<file path="src/rtl/reg_file_ser_master.sv">
// Serial initiator for the 3-wire register-file interface: one strobe cycle,
// then address and data MSB first on DIN; read data is captured from DOUT.
module reg_file_ser_master #(
    parameter int ADDR_WIDTH = 8,
    parameter int DATA_WIDTH = 8
) (
    input  logic                  CLK,
    input  logic                  RSTN,
    input  logic                  REQ_VALID,
    output logic                  REQ_READY,
    input  logic                  REQ_WR,
    input  logic [ADDR_WIDTH-1:0] REQ_ADDR,
    input  logic [DATA_WIDTH-1:0] REQ_WDATA,
    output logic                  RSP_VALID,
    output logic [DATA_WIDTH-1:0] RSP_RDATA,
    output logic                  BUSY,
    output logic                  WR_EN,
    output logic                  RD_EN,
    output logic                  DIN,
    input  logic                  DOUT
);
    localparam int FW   = ADDR_WIDTH + DATA_WIDTH;
    localparam int MAXW = (ADDR_WIDTH > DATA_WIDTH) ? ADDR_WIDTH : DATA_WIDTH;
    localparam int CW   = (MAXW > 1) ? $clog2(MAXW) : 1;
    localparam logic [CW-1:0] ADDR_LAST = CW'(ADDR_WIDTH - 1);
    localparam logic [CW-1:0] DATA_LAST = CW'(DATA_WIDTH - 1);

    typedef enum logic [2:0] {IDLE, STRB, ADDR, DATA, DONE} state_t;

    state_t                state, state_nxt;
    logic [CW-1:0]         cnt, cnt_nxt;
    logic [FW-1:0]         sh, sh_nxt;
    logic [DATA_WIDTH-1:0] rd_sh, rd_sh_nxt;
    logic [DATA_WIDTH-1:0] rdata_nxt;
    logic                  wr_q, wr_nxt;
    logic                  din_nxt;
    logic                  accept;

    always_ff @(posedge CLK or negedge RSTN) begin
        if (!RSTN) state <= IDLE;
        else       state <= state_nxt;
    end

    always_comb begin
        state_nxt = state;
        cnt_nxt   = cnt;
        sh_nxt    = sh;
        wr_nxt    = wr_q;
        rd_sh_nxt = rd_sh;
        rdata_nxt = RSP_RDATA;
        din_nxt   = 1'b0;
        accept    = (state == IDLE) && REQ_VALID && REQ_READY;

        unique case (state)
            IDLE: if (accept) begin
                state_nxt = STRB;
                cnt_nxt   = '0;
                wr_nxt    = REQ_WR;
                // Reads load a zero data field so DIN idles low through DATA.
                sh_nxt    = {REQ_ADDR, (REQ_WR ? REQ_WDATA : {DATA_WIDTH{1'b0}})};
            end
            STRB: begin
                state_nxt = ADDR;
                cnt_nxt   = ADDR_LAST;
            end
            ADDR: begin
                if (cnt == '0) begin
                    state_nxt = DATA;
                    cnt_nxt   = DATA_LAST;
                end else begin
                    cnt_nxt = cnt - CW'(1);
                end
            end
            DATA: begin
                if (!wr_q) begin
                    rd_sh_nxt = (rd_sh << 1) | DATA_WIDTH'(DOUT);
                    if (cnt == '0) rdata_nxt = rd_sh_nxt;
                end
                if (cnt == '0) begin
                    state_nxt = DONE;
                    cnt_nxt   = '0;
                end else begin
                    cnt_nxt = cnt - CW'(1);
                end
            end
            DONE:    state_nxt = IDLE;
            default: state_nxt = IDLE;
        endcase

        // DIN is registered, so the bit for the coming cycle leaves the shifter now.
        if (state_nxt == ADDR || state_nxt == DATA) begin
            din_nxt = sh[FW-1];
            sh_nxt  = sh << 1;
        end
    end

    always_ff @(posedge CLK or negedge RSTN) begin
        if (!RSTN) begin
            cnt       <= '0;
            sh        <= '0;
            rd_sh     <= '0;
            wr_q      <= 1'b0;
            REQ_READY <= 1'b0;
            RSP_VALID <= 1'b0;
            RSP_RDATA <= '0;
            BUSY      <= 1'b0;
            WR_EN     <= 1'b0;
            RD_EN     <= 1'b0;
            DIN       <= 1'b0;
        end else begin
            cnt       <= cnt_nxt;
            sh        <= sh_nxt;
            rd_sh     <= rd_sh_nxt;
            wr_q      <= wr_nxt;
            REQ_READY <= (state_nxt == IDLE);
            RSP_VALID <= (state_nxt == DONE);
            RSP_RDATA <= rdata_nxt;
            BUSY      <= (state_nxt != IDLE);
            WR_EN     <= (state_nxt == STRB) && wr_nxt;
            RD_EN     <= (state_nxt == STRB) && !wr_nxt;
            DIN       <= din_nxt;
        end
    end

endmodule

</file>
<file path="config.mk">
export PLATFORM = sky130hd
export DESIGN_NAME = reg_file_ser_master
export DESIGN_NICKNAME = d
export VERILOG_FILES = /design/src/rtl/reg_file_ser_master.sv
export SDC_FILE = /design/constraint.sdc
export NUM_CORES = 1
export LEC_CHECK = 0
export BUFFER_PORTS_ARGS = -buffer_cell sky130_fd_sc_hd__buf_2
export CELL_PAD_IN_SITES_DETAIL_PLACEMENT = 0
export CELL_PAD_IN_SITES_GLOBAL_PLACEMENT = 2
export CORE_MARGIN = 1.5
export CORE_UTILIZATION = 40
export DETAILED_ROUTE_END_ITERATION = 12
export GPL_TIMING_DRIVEN = 1
export MAX_ROUTING_LAYER = met4
export PLACE_DENSITY_LB_ADDON = 0.1
export SLEW_MARGIN = 20
export SYNTH_ARGS = -nofsm -noshare
export SYNTH_HDL_FRONTEND = slang
export SYNTH_SLANG_ARGS = --single-unit
</file>
<file path="constraint.sdc">
create_clock -name CLK -period 2.55 [get_ports CLK]
set_clock_uncertainty 0.05 [all_clocks]
set_input_delay 0.51 -clock CLK [delete_from_list [all_inputs] [get_ports CLK]]
set_output_delay 0.51 -clock CLK [all_outputs]
set_load 0.1 [all_outputs]
</file>
==> results.json <==
{
  "max_slew_margin": 0.607,
  "h-tree-depth": 2,
  "finalCritPeriodShare": 0.698,
  "seqCellArea_sq_mm": 0.00110,
  "cts_root_buffer": "clkbuf_8",
  "clkPwrFrac": 0.164,
  "grt.busiest_layer": "met2",
  "syn_inst": 158,
  "syn_nets": 179,
  "synth_top_cell_area_share": 0.552,
  "required_ns": 2.68,
  "use_met1": 0.197,
  "cts_max_path_buffers": 2,
  "clock_sinks": 44,
  "wire_per_inst_um": 14.9,
  "vias": 1308,
  "yosysTopAreaCell": "dfrtp_1",
  "rows": 25,
  "p_comb_frac": 0.473,
  "coreArea_sq_mm": 0.00475,
  "finalSetupTns_ns": 0,
  "switchingPower_w": 0.00151,
  "fin_nets": 214,
  "synthFlopType": "dfrtp_1",
  "setup_viol": 0,
  "synth_most_common_cell": "dfrtp_1",
  "use_met2": 0.266,
  "slew_violations": 0,
  "ys_top_cells_by_count": "dfrtp_1 (44), inv_1 (20), mux2_2 (15)",
  "multi_input_area_sq_um": 754,
  "drc_errors": 0,
  "dp_hpwl_mm": 2.68,
  "async_flop_share": 1.00,
  "cp.arrival_ns": 1.91,
  "cts_tree": "done",
  "dr.pass1.iters": 4,
  "fmax_mhz": 561,
  "post_cts_buffers": 0,
  "cts_buffers": 5,
  "ios": 35,
  "yosysWarningCount": 0,
  "chipWidth_um": 73.6,
  "leakage_nw": 1.05,
  "ys_seq_area_frac": 0.552,
  "clock_latency_ns": 0.29,
  "synth_edf_count": 0,
  "grtUsageTotal": 0.166,
  "grt_use_met3": 0.0425,
  "p_seq_frac": 0.363,
  "final_cells": 261,
  "drtIter0Drc": 72,
  "path_max_fanout": 20,
  "tightest_slew_ns": 0.590,
  "finalCriticalPeriod_ns": 1.78,
  "ys_top_cells_by_area": "dfrtp_1 (55%), mux2_2 (8.5%), o221ai_2 (6.8%)",
  "finalWirelength_mm": 3.88,
  "outcome": "completed",
  "cts_resized": 0,
  "ys_types": 34,
  "cp-start-kind": "register",
  "grt-ovfl-total": 0,
  "fp.dieH_um": 73.6,
  "place_congestion": 0.761,
  "grt_setup_unrepaired": "no",
  "grt_pass1_wl_mm": 6.51,
  "ys_ff_latch": 44,
  "drive_above_1_share": 0.397,
  "grt_max_degree": 21,
  "area_growth_pct": 16.9,
  "synth_area_sq_mm": 0.00200,
  "ir_worst_vdd_mv": 0.967,
  "cp-end-kind": "register",
  "fillers": 462,
  "hp-class": "input pin to async pin",
  "p_per_area_mw_per_mm2": 1380,
  "viasPerCell": 5.01,
  "antennaDiodeCount": 0,
  "worstSetupPathType": "register to register",
  "p_sw_frac": 0.470,
  "whs_ns": 0.0532,
  "port_buffers": 34,
  "initial_core_util": 0.420,
  "maxCapViolCount": 0,
  "clkTransAtPathRegs_ns": 0.08,
  "grt_antenna_before_repair": 0,
  "first_global_vias": 1395,
  "finalHoldViolations": 0,
  "avgSynthCellArea_sq_um": 12.6,
  "p_int_w": 0.00170,
  "postCtsHoldBufs": 0,
  "postRouteAntennaNets": 0,
  "dieArea_sq_mm": 0.00542,
  "dp.cells": 253
}
-- logic make-up (layout without fill, tap and decap cells) --
kind of cell,Yosys count,count (layout),synth area share
AO/OA/AOI/OAI,34,34,0.174
XOR/XNOR,1,1,0.00439
buffers and inverters,31,67,0.0733
flip-flops,44,44,0.552
multiplexers,15,15,0.0846
AND/OR/NAND/NOR,33,33,0.112
-- stage by stage --
stage	setup WS, ns	cell area, sq um	utilization	power [W]
global placement	0.832	2220	0.467	0.00267
global route	0.653	2330	0.491	0.00341
floorplan	0.472	2000	-	0.00247
detailed placement	0.769	2220	0.467	0.00271
finish	0.769	2330	0.491	0.00321
CTS	0.759	2330	0.491	0.00325
-- routing by layer --
metal,routed length [um],up-vias
li1,-,631
met4,49,0
met2,2020,27
met5,0,-
met1,1640,644
met3,174,6
-- final cells by class --
class / count / area share
Sequential cell: 44 / 0.472
Multi-Input combinational cell: 83 / 0.323
Timing Repair Buffer: 39 / 0.0890
Tap cell: 67 / 0.0359
Inverter: 20 / 0.0322
Clock buffer: 5 / 0.0295
Clock inverter: 3 / 0.0182
-- critical path: stages (launching register included) --
cell,delay (ns)
dfrtp_1,0.72
and4bb_2,0.39
nand2_4,0.16
mux2_2,0.35
-- power groups by stage --
stage	sequential (W)	clock [W]	combinational [W]
CTS	0.00117	0.000550	0.00153
detailed placement	0.00118	0	0.00153
global placement	0.00117	0	0.00151
finish	0.00117	0.000528	0.00152
global route	0.00121	0.000574	0.00162
floorplan	0.00166	0	0.000805
-- state kept, by name, summed over array words and instances (netlist names) --
| name | count |
|---|---|
| BUSY | 1 |
| DIN | 1 |
| RD_EN | 1 |
| REQ_READY | 1 |
| RSP_RDATA | 8 |
| RSP_VALID | 1 |
| WR_EN | 1 |
| cnt | 3 |
| rd_sh | 7 |
| sh | 16 |
| state | 3 |
| wr_q | 1 |
-- placed cells by master, fill, tap and decap left out, types with 2 or more instances in the layout --
cell,instances
dfrtp_1,44
buf_2,34
inv_1,20
mux2_2,15
o221ai_2,9
nand3b_1,8
nand3_1,7
o221ai_1,6
nor2_1,5
clkbuf_8,5
buf_4,5
nor2b_1,4
nand2b_1,2
a31oi_1,2
and2_1,2
a21oi_1,2
o21a_1,2
o31ai_1,2
o21ai_0,2
o2bb2ai_1,2
-- path summary, 6_finish.rpt --
kind                       startpoint            to  slack (ns)  depth (start not counted)
setup / recovery             state[2]  RSP_RDATA[1]        0.77                          3
hold / removal                   RSTN        sh[15]        0.05                          1
setup reg to reg             state[2]  RSP_RDATA[1]        0.77                          3
hold reg to reg                  wr_q          wr_q        0.43                          1
max in group asynchronous        RSTN  RSP_RDATA[1]        1.84                          2
min in group CLK               REQ_WR         RD_EN        0.33                          2
Note: power is estimated with default switching activity, not from simulation.
